--- config.mk ---
export PLATFORM = sky130hd
export DESIGN_NAME = snes_serializer
export DESIGN_NICKNAME = d
export VERILOG_FILES = /design/src/rtl/snes_serializer.sv
export SDC_FILE = /design/constraint.sdc
export NUM_CORES = 1
export LEC_CHECK = 0
export CAP_MARGIN = 20
export CORE_UTILIZATION = 60
export CTS_BUF_LIST = sky130_fd_sc_hd__clkbuf_2 sky130_fd_sc_hd__clkbuf_4 sky130_fd_sc_hd__clkbuf_8
export CTS_CLUSTER_SIZE = 24
export DETAILED_ROUTE_END_ITERATION = 8
export GPL_TIMING_DRIVEN = 0
export PLACE_DENSITY_LB_ADDON = 0.1
export SYNTH_ARGS = -nofsm -noshare
export SYNTH_HDL_FRONTEND = slang
export SYNTH_SLANG_ARGS = --single-unit
--- constraint.sdc ---
create_clock -name clk -period 3.4 [get_ports clk]
set_input_delay 0.68 -clock clk [delete_from_list [all_inputs] [get_ports clk]]
set_output_delay 0.68 -clock clk [all_outputs]
set_load 0.1 [all_outputs]
--- src/rtl/snes_serializer.sv ---
// snes_serializer
// Presents the arbitrated 4-bit button code to an SNES console as a
// standard controller. Console strobes are synchronised, a decoded press
// is stretched across HOLD_FRAMES extra latch frames, and aborted or
// stalled polls are recovered.
//
// Ports:
//   clk          system clock (12 MHz nominal)
//   reset_n      asynchronous active-low reset
//   button_press arbitrated button code, sampled on each latch rise
//   snes_latch   console latch, asynchronous, active-high
//   snes_clock   console data clock, asynchronous, idles high
//   snes_data    serial data to the console, active-low (0 = pressed)
//   frame_strobe one-cycle pulse when the latch falls (frame start)
//   shifting     high while the serializer is in SHIFT
module snes_serializer #(
  parameter int SYNC_STAGES    = 2,
  parameter int HOLD_FRAMES    = 2,
  parameter int TIMEOUT_CYCLES = 2048
) (
  input  logic       clk,
  input  logic       reset_n,
  input  logic [3:0] button_press,
  input  logic       snes_latch,
  input  logic       snes_clock,
  output logic       snes_data,
  output logic       frame_strobe,
  output logic       shifting
);

  localparam int HCW = (HOLD_FRAMES < 1) ? 1 : $clog2(HOLD_FRAMES + 1);
  localparam int TW  = (TIMEOUT_CYCLES < 2) ? 1 : $clog2(TIMEOUT_CYCLES);

  localparam logic [1:0] ST_IDLE  = 2'd0;
  localparam logic [1:0] ST_LOAD  = 2'd1;
  localparam logic [1:0] ST_SHIFT = 2'd2;
  localparam logic [1:0] ST_DONE  = 2'd3;

  logic [SYNC_STAGES-1:0] r_latch_sync;
  logic [SYNC_STAGES-1:0] r_clock_sync;
  logic                   r_latch_d;
  logic                   r_clock_d;
  logic [1:0]             r_state;
  logic [15:0]            r_sr;
  logic [4:0]             r_bit_cnt;
  logic [TW-1:0]          r_timeout;
  logic [HCW-1:0]         r_hold_cnt;
  logic [11:0]            r_held_vec;
  logic                   r_data;
  logic                   r_frame_strobe;
  logic                   r_shifting;

  logic                   w_latch_s;
  logic                   w_clock_s;
  logic                   w_latch_rise;
  logic                   w_latch_fall;
  logic                   w_clock_rise;
  logic                   w_code_valid;
  logic [11:0]            w_decoded;
  logic [11:0]            w_held_next;
  logic [HCW-1:0]         w_hold_cnt_next;
  logic                   w_timeout_hit;
  logic [1:0]             w_state_next;

  assign w_latch_s    = r_latch_sync[SYNC_STAGES-1];
  assign w_clock_s    = r_clock_sync[SYNC_STAGES-1];
  assign w_latch_rise = w_latch_s & ~r_latch_d;
  assign w_latch_fall = ~w_latch_s & r_latch_d;
  assign w_clock_rise = w_clock_s & ~r_clock_d;

  assign w_code_valid  = (button_press != 4'd0) && (button_press <= 4'd12);
  assign w_timeout_hit = (r_timeout == TW'(TIMEOUT_CYCLES - 1));

  // Decode and hold evaluation; only committed on a latch rise.
  always_comb begin
    // NOTE: every always_comb output gets a default first so no path
    // leaves it unassigned and infers a latch.
    w_decoded       = '0;
    w_held_next     = r_held_vec;
    w_hold_cnt_next = r_hold_cnt;
    if (w_code_valid) begin
      w_decoded[button_press - 4'd1] = 1'b1;
    end
    if (w_code_valid) begin
      w_held_next     = w_decoded;
      w_hold_cnt_next = HCW'(HOLD_FRAMES);
    end else if (r_hold_cnt != '0) begin
      w_hold_cnt_next = r_hold_cnt - 1'b1;
    end else begin
      w_held_next = '0;
    end
  end

  // A latch rise restarts the frame from any state and beats a
  // same-cycle clock edge.
  always_comb begin
    w_state_next = r_state;
    if (w_latch_rise) begin
      w_state_next = ST_LOAD;
    end else begin
      case (r_state)
        ST_LOAD:  if (w_latch_fall) w_state_next = ST_SHIFT;
        ST_SHIFT: begin
          if (w_clock_rise) begin
            if (r_bit_cnt == 5'd15) w_state_next = ST_DONE;
          end else if (w_timeout_hit) begin
            w_state_next = ST_IDLE;
          end
        end
        default:  w_state_next = r_state;
      endcase
    end
  end

  // NOTE: the whole datapath (including the shift register) is reset so
  // the console sees a released pad straight out of reset.
  always_ff @(posedge clk or negedge reset_n) begin
    if (!reset_n) begin
      r_latch_sync   <= '0;
      r_clock_sync   <= '1;
      r_latch_d      <= 1'b0;
      r_clock_d      <= 1'b1;
      r_state        <= ST_IDLE;
      r_sr           <= '0;
      r_bit_cnt      <= '0;
      r_timeout      <= '0;
      r_hold_cnt     <= '0;
      r_held_vec     <= '0;
      r_data         <= 1'b1;
      r_frame_strobe <= 1'b0;
      r_shifting     <= 1'b0;
    end else begin
      // NOTE: non-blocking assignments throughout, so every flop samples
      // the pre-edge values and the synchroniser really is a chain.
      r_latch_sync   <= {r_latch_sync[SYNC_STAGES-2:0], snes_latch};
      r_clock_sync   <= {r_clock_sync[SYNC_STAGES-2:0], snes_clock};
      r_latch_d      <= w_latch_s;
      r_clock_d      <= w_clock_s;
      r_state        <= w_state_next;
      r_shifting     <= (w_state_next == ST_SHIFT);
      r_frame_strobe <= 1'b0;

      if (w_latch_rise) begin
        r_held_vec <= w_held_next;
        r_hold_cnt <= w_hold_cnt_next;
        r_sr       <= {4'b0000, w_held_next};
        r_data     <= ~w_held_next[0];
      end else begin
        case (r_state)
          ST_IDLE: r_data <= 1'b1;
          ST_LOAD: begin
            r_data <= ~r_sr[0];
            if (w_latch_fall) begin
              r_bit_cnt      <= '0;
              r_timeout      <= '0;
              r_frame_strobe <= 1'b1;
            end
          end
          ST_SHIFT: begin
            if (w_clock_rise) begin
              // Fill with "pressed" so the line reads 0 once all 16 bits
              // have gone, as a genuine controller does.
              r_sr      <= {1'b1, r_sr[15:1]};
              r_data    <= ~r_sr[1];
              r_bit_cnt <= r_bit_cnt + 5'd1;
              r_timeout <= '0;
            end else if (w_timeout_hit) begin
              r_data    <= 1'b1;
              r_timeout <= '0;
            end else begin
              r_timeout <= r_timeout + 1'b1;
            end
          end
          default: r_data <= 1'b0;
        endcase
      end
    end
  end

  assign snes_data    = r_data;
  assign frame_strobe = r_frame_strobe;
  assign shifting     = r_shifting;

endmodule
==> out/results.tsv, run 1 <==
metric	value	unit
hold_slack	0.3546	ns
reg2reg_slack	1.20	ns
grt.overflow.total	0	
ys.flop_type	sky130_fd_sc_hd__dfrtp_1	
wirelength_met1	3.109	mm
cts_buffers	9	
clock_tree.buffer_depth	2	
internal-power	1.411	mW
worstPathBufferInverterCount	1	
power.leakage	1.478	nW
clock_sink_count	57	
seq_power_share	37.5	%
critical-path-top-delay-family	buffers and inverters	
timing.rr.start	r_timeout[0]	
synth.avg_cell_area	9.665	um2
final.setup.tns	0	ns
die-width	72.10	um
min_path_type	in -> async	
critical_path.reg2reg.endpoint	shifting	
cpPeakStageDelay	1.13	ns
topRoutingLayerUsed	met4	
antenna_cells	0	
metal2_wl	2.830	mm
slowest_stage	sky130_fd_sc_hd__clkdlybuf4s50_1	
post_dp_cell_area	0.003147	mm2
post_synthesis_cell_area	0.002948	mm2
grt_first_pass_wirelength	10.83	mm
critical_path_peak_fanout	2	
route.detailed.drc	0	
via_count_of_the_first_global_routing_pass	2271	
syn-instance-count	305	
p_comb_share	32.2	%
critPathLaunchType	flop	
antenna_found_initial	0	
ir_worst_vdd	578.5	uV
worst_skew_pair.late_latency	0.34	ns
die_area	0.005198	mm2
postCtsSetupBuffers	0	
synth_nets	321	
routed_via_count_divided_by_cell_count	6.226	
timing_hold_violations_final	0	
final_area	0.003362	mm2
synthesis.yosys.warnings	0	
place_congestion	0.8260	
floorplan.io_pins	11	
finalWorstPathRequiredPeriod	2.690	ns
root_buffer	sky130_fd_sc_hd__clkbuf_8	
synth.yosys.seq_area_share	48.56	%
ctsHoldBuffers	0	
power_density	659.6	mW/mm2
routed-wl-met3	368	um
critical_path_class	reg -> out	
clock_power_share	30.3	%
worstMarginPinSlew	0.9688	ns
drtIter0Drc	179	
regArea	0.001431	mm2
outcome	completed	
cts_tree	built	
synth.distinct_cells	56	
max_slew_margin	35.21	%
cp.arrival	2.01	ns
power.switching_fraction	36.37	%
worst_r2r_path_depth	5	
resize_count_post_cts	0	
port-buffer-count	10	
startpoint	snes_data	
setup_repair_after_global_routing_missed_its_margin	false	
cap_violations	0	
core	0.004723	mm2
layout-drive-gt1-share	8.133	%
worst_path_cell_trace	clkdlybuf4s50_1	
worst-endpoint-required	2.72	ns
postSynthRegisterBits	57	
synth-async-reset-ratio	100.0	%
wl_per_cell	16.07	um
total_vias_in_the_final_route	2484	
antenna_violating_nets_post_route	0	
period_share	79.12	%
fin_nets	343	
chipHeight	72.10	um
report.final.setup_viol	0	
critPathCaptureType	primary output	
floorplan.rows	25	
area_of_combinational_cells_with_multiple_inputs	0.001401	mm2
drt-total-wl	6.413	mm
drt-pass1-iter-count	5	
p_switching	0.8065	mW
detailed_place_hpwl	4.439	mm
syn_to_final_growth	14.05	%
synth_enable_flop_cells	0	
layout_common_cells	53 x sky130_fd_sc_hd__dfrtp_1, 40 x sky130_fd_sc_hd__nand2_1, 18 x sky130_fd_sc_hd__nor2_1	
global_route.usage.total	27.47	%
maxSlewViolCount	0	
grt_start_max_net_pins	31	
filler_cells	353	
layout.cells.most_common	sky130_fd_sc_hd__dfrtp_1	
finalClockSkew	0.006338	ns
initial_core_util	62.41	%
fmaxAchievable	0.3717	GHz
cts.clk_slew.worst_paths	0.06	ns
cts-htree-levels	3	
[how the worst max path moves through the flow]
stage,endpoint,slack (ns),depth (start not counted)
after floorplan,r_sr[0],1.35,5
after global placement,r_sr[8],-0.05,1
after detailed placement,r_sr[1],0.68,6
after CTS,snes_data,0.69,1
after global routing,snes_data,0.67,1
final,snes_data,0.71,1
[kinds of logic after synthesis]
family	Yosys count	synth area share [%]
AO/OA/AOI/OAI	94	24.32
adder cells (fa/ha/maj)	8	3.396
buffers and inverters	30	3.905
flip-flops	57	48.56
multiplexers	1	0.3396
AND/OR/NAND/NOR	115	19.48
[flip-flops by register name, indices dropped and copies added, names as in the netlist]
signal        cells
r_latch_d         1
snes_data         1
r_clock_sync      2
frame_strobe      1
r_hold_cnt        2
r_sr             16
r_latch_sync      2
shifting          1
r_clock_d         1
r_held_vec       12
r_state           2
r_timeout        11
r_bit_cnt         5
[power by group through the flow]
stage | sequential, mW | clock, mW | combinational, mW
after detailed placement | 0.842 | 0 | 0.705
after CTS | 0.831 | 0.679 | 0.711
final | 0.832 | 0.672 | 0.714
after global routing | 0.842 | 0.702 | 0.787
after floorplan | 0.920 | 0 | 0.436
after global placement | 0.838 | 0 | 0.698
[final cells by class]
cell class	instances	share of cell area (%)
Multi-Input combinational cell	218	41.68
Sequential cell	57	42.58
Clock inverter	2	1.042
Buffer	17	1.972
Inverter	13	1.451
Timing Repair Buffer	11	3.424
Clock buffer	14	5.359
Tap cell	67	2.493
[synth_stat cells (all sizes together) (4+ instances only)]
master	number	share of area, %
ha	8	3.4
nor3	7	1.2
nand2	40	5.1
nor2	18	2.3
nand2b	5	1.1
o21ai	15	2.5
dfrtp	53	45
a21oi	8	1.4
a21o	6	1.5
a22o	4	1.2
nand3	13	2.2
inv	13	1.7
clkbuf	15	1.9
dfstp	4	3.6
a2bb2oi	6	1.8
nor2b	7	1.5
a32oi	4	1.2
nand4	4	0.85
and3	5	1.1
a31oi	5	1.1
o21a	6	1.5
[stage by stage]
step | instances | power [mW] | util (%) | setup WS, ns
6_report | 399 | 2.217 | 71.18 | 0.7099
5_1_grt | 399 | 2.332 | 71.18 | 0.6688
4_1_cts | 399 | 2.221 | 71.18 | 0.6935
3_5_place_dp | 383 | 1.547 | 66.62 | 0.6816
3_3_place_gp | 382 | 1.536 | 66.30 | -0.05383
2_1_floorplan | 305 | 1.356 | - | 1.348
[layer usage]
metal | GRT usage (%) | up-vias
met3 | 6.528 | 10
met4 | 10.46 | 0
met2 | 38.73 | 80
met1 | 41.15 | 1210
li1 | - | 1184
met5 | 0 | -
(Power assumes the default switching activity.)
==> run 2, diff against run 1 <==
--- a/config.mk
+++ b/config.mk
@@ -6,7 +6,7 @@
 export NUM_CORES = 1
 export LEC_CHECK = 0
 export CAP_MARGIN = 20
-export CORE_UTILIZATION = 60
+export CORE_UTILIZATION = 57
 export CTS_BUF_LIST = sky130_fd_sc_hd__clkbuf_2 sky130_fd_sc_hd__clkbuf_4 sky130_fd_sc_hd__clkbuf_8
 export CTS_CLUSTER_SIZE = 24
 export DETAILED_ROUTE_END_ITERATION = 8
==> constraint.sdc (replaced) <==
create_clock -name clk -period 2.2 [get_ports clk]
set_input_delay 0.44 -clock clk [delete_from_list [all_inputs] [get_ports clk]]
set_output_delay 0.44 -clock clk [all_outputs]
set_load 0.1 [all_outputs]
==> run 2 against run 1 <==
Compared with the run above:
- die area increased by 5.1%
- final cell count is 1.3% higher
- clock power grew 62%
- critical path type is now reg -> reg
- largest power group unchanged
==> out/results.tsv, run 2 (same netlist as run 1, synthesis figures left out) <==
metric	value	unit	change
worstPathBufferInverterCount	0		was 1
power_density	1022	mW/mm2	was 659.6 mW/mm2
final.setup.tns	0	ns	unchanged
startpoint	r_timeout[0]		was snes_data
grt.overflow.total	0		unchanged
detailed_place_hpwl	4.487	mm	was 4.439 mm
power.leakage	1.541	nW	was 1.478 nW
cts.clk_slew.worst_paths	0.06	ns	about the same
slowest_stage	sky130_fd_sc_hd__o311a_2		was sky130_fd_sc_hd__clkdlybuf4s50_1
finalClockSkew	0.008614	ns	was 0.006338 ns
worst_path_cell_trace	ha_2 > nand4_1 > o311a_2 > o31a_1 > o21ai_0		was clkdlybuf4s50_1
cts_tree	built		unchanged
initial_core_util	60.80	%	was 62.41%
ir_worst_vdd	986.0	uV	was 578.5 uV
timing_hold_violations_final	0		unchanged
timing.rr.start	r_timeout[0]		unchanged
drtIter0Drc	316		was 179
max_slew_margin	36.34	%	was 35.21%
maxSlewViolCount	0		unchanged
die-width	73.92	um	was 72.10 um
worst_skew_pair.late_latency	0.33	ns	was 0.34 ns
final_area	0.003441	mm2	was 0.003362 mm2
drt-total-wl	6.593	mm	was 6.413 mm
critPathCaptureType	flop		was primary output
antenna_found_initial	0		unchanged
finalWorstPathRequiredPeriod	2.169	ns	
post_dp_cell_area	0.003147	mm2	unchanged
routed_via_count_divided_by_cell_count	6.220		was 6.226
largestRegisters	r_sr x16, r_held_vec x12, r_timeout x11		unchanged
outcome	completed		unchanged
via_count_of_the_first_global_routing_pass	2315		was 2271
layout-drive-gt1-share	13.06	%	was 8.133%
antenna_cells	0		unchanged
cts-htree-levels	3		unchanged
period_share	98.57	%	
min_path_type	in -> async		unchanged
power	3.518	mW	was 2.217 mW
port-buffer-count	10		unchanged
root_buffer	sky130_fd_sc_hd__clkbuf_8		unchanged
global_route.usage.total	26.80	%	was 27.47%
largest_reg_flops	16		unchanged
critical_path_peak_fanout	8		was 2
cpPeakStageDelay	0.60	ns	was 1.13 ns
regMostFlops	r_sr		unchanged
die_area	0.005463	mm2	was 0.005198 mm2
cts_buffers	9		unchanged
floorplan.io_pins	11		unchanged
core	0.004848	mm2	was 0.004723 mm2
clock_tree.buffer_depth	2		unchanged
layout.cells.most_common	sky130_fd_sc_hd__dfrtp_1		unchanged
fmaxAchievable	0.4611	GHz	
syn_to_final_growth	16.72	%	was 14.05%
critPathLaunchType	flop		unchanged
antenna_violating_nets_post_route	0		unchanged
report.final.setup_viol	0		unchanged
drt-pass1-iter-count	6		was 5
chipHeight	73.92	um	was 72.10 um
total_vias_in_the_final_route	2513		was 2484
critical-path-top-delay-family	compound AO/OA/AOI/OAI gates		was buffers and inverters
place_congestion	0.8477		was 0.8260
cp.arrival	2.41	ns	was 2.01 ns
layout_common_cells	52 x sky130_fd_sc_hd__dfrtp_1, 40 x sky130_fd_sc_hd__nand2_1, 18 x sky130_fd_sc_hd__nor2_1		was 53 x sky130_fd_sc_hd__dfrtp_1, 40 x sky130_fd_sc_hd__nand2_1, 18 x sky130_fd_sc_hd__nor2_1
cap_violations	0		unchanged
worst-endpoint-required	2.44	ns	was 2.72 ns
critical_path_class	reg -> reg		was reg -> out
grt_first_pass_wirelength	10.99	mm	was 10.83 mm
grt_start_max_net_pins	41		was 31
route.detailed.drc	0		unchanged
fin_nets	348		was 343
floorplan.rows	25		unchanged
wl_per_cell	16.32	um	was 16.07 um
clock_sink_count	57		unchanged
worstMarginPinSlew	0.9587	ns	was 0.9688 ns
## run 2: changes by cell type in the layout (fill, tap and decap cells not counted), moves of 2 or more
cell	previous run	this run
sky130_fd_sc_hd__dlymetal6s2s_1	0	2
sky130_fd_sc_hd__clkbuf_2	0	6
sky130_fd_sc_hd__o311ai_1	0	2
sky130_fd_sc_hd__clkdlybuf4s50_1	9	4
sky130_fd_sc_hd__clkbuf_8	12	10
sky130_fd_sc_hd__buf_4	0	5
sky130_fd_sc_hd__dlygate4sd2_1	0	3
sky130_fd_sc_hd__o311ai_0	2	0
sky130_fd_sc_hd__clkbuf_1	15	9
sky130_fd_sc_hd__clkinvlp_4	0	2
## run 2: power by group
part / switching, mW / leakage, nW / internal [mW] / total (mW)
Clock: 0.413 / 0.109 / 0.679 / 1.09
Combinational: 0.773 / 0.701 / 0.366 / 1.14
Sequential: 0.100 / 0.731 / 1.19 / 1.29
## run 2: cell type report
cell class	instances	area [um2]
inverter	13	48.80
timing repair buffer	16	153.9
clock buffer	11	145.1
buffer	17	73.82
multi-input combinational	218	1423
fill	362	1408
tap	67	83.83
clock inverter	5	80.08
sequential	57	1433
## run 2: repair_timing
item,CTS,global route
hold endpoints to repair,0,0
gates resized for setup,4,21
pin swaps,0,3
setup buffers,0,5
setup endpoints to repair,5,34
hold buffers,0,0
## run 2: final timing paths
check	end	slack (ns)	cells after the start
hold reg to reg	r_latch_sync[1]	0.35	0
max in group asynchronous	snes_data	1.55	2
setup / recovery	snes_data	0.03	5
setup reg to reg	snes_data	0.03	5
min in group clk	r_latch_sync[1]	0.35	0
hold / removal	r_timeout[1]	0.04	1
## run 2: metrics by stage
stage	std cells	util (%)	hold slack (ns)	worst slack, ns
floorplan	305	-	0.1444	0.3664
global placement	382	64.59	0.3317	-1.012
detailed placement	383	64.90	0.3355	-0.3112
CTS	399	69.50	0.05540	0.02296
global route	404	70.97	0.06134	-0.1045
finish	404	70.97	0.04292	0.03139
## run 2: metal layers
layer / part of all wire (%) / global-route usage [%] / vias to the layer above
met5: 0 / 0 / -
met4: 1.2 / 8.547 / 0
met3: 4.8 / 6.859 / 8
met2: 45 / 38.28 / 72
met1: 49 / 39.91 / 1236
li1: - / - / 1197
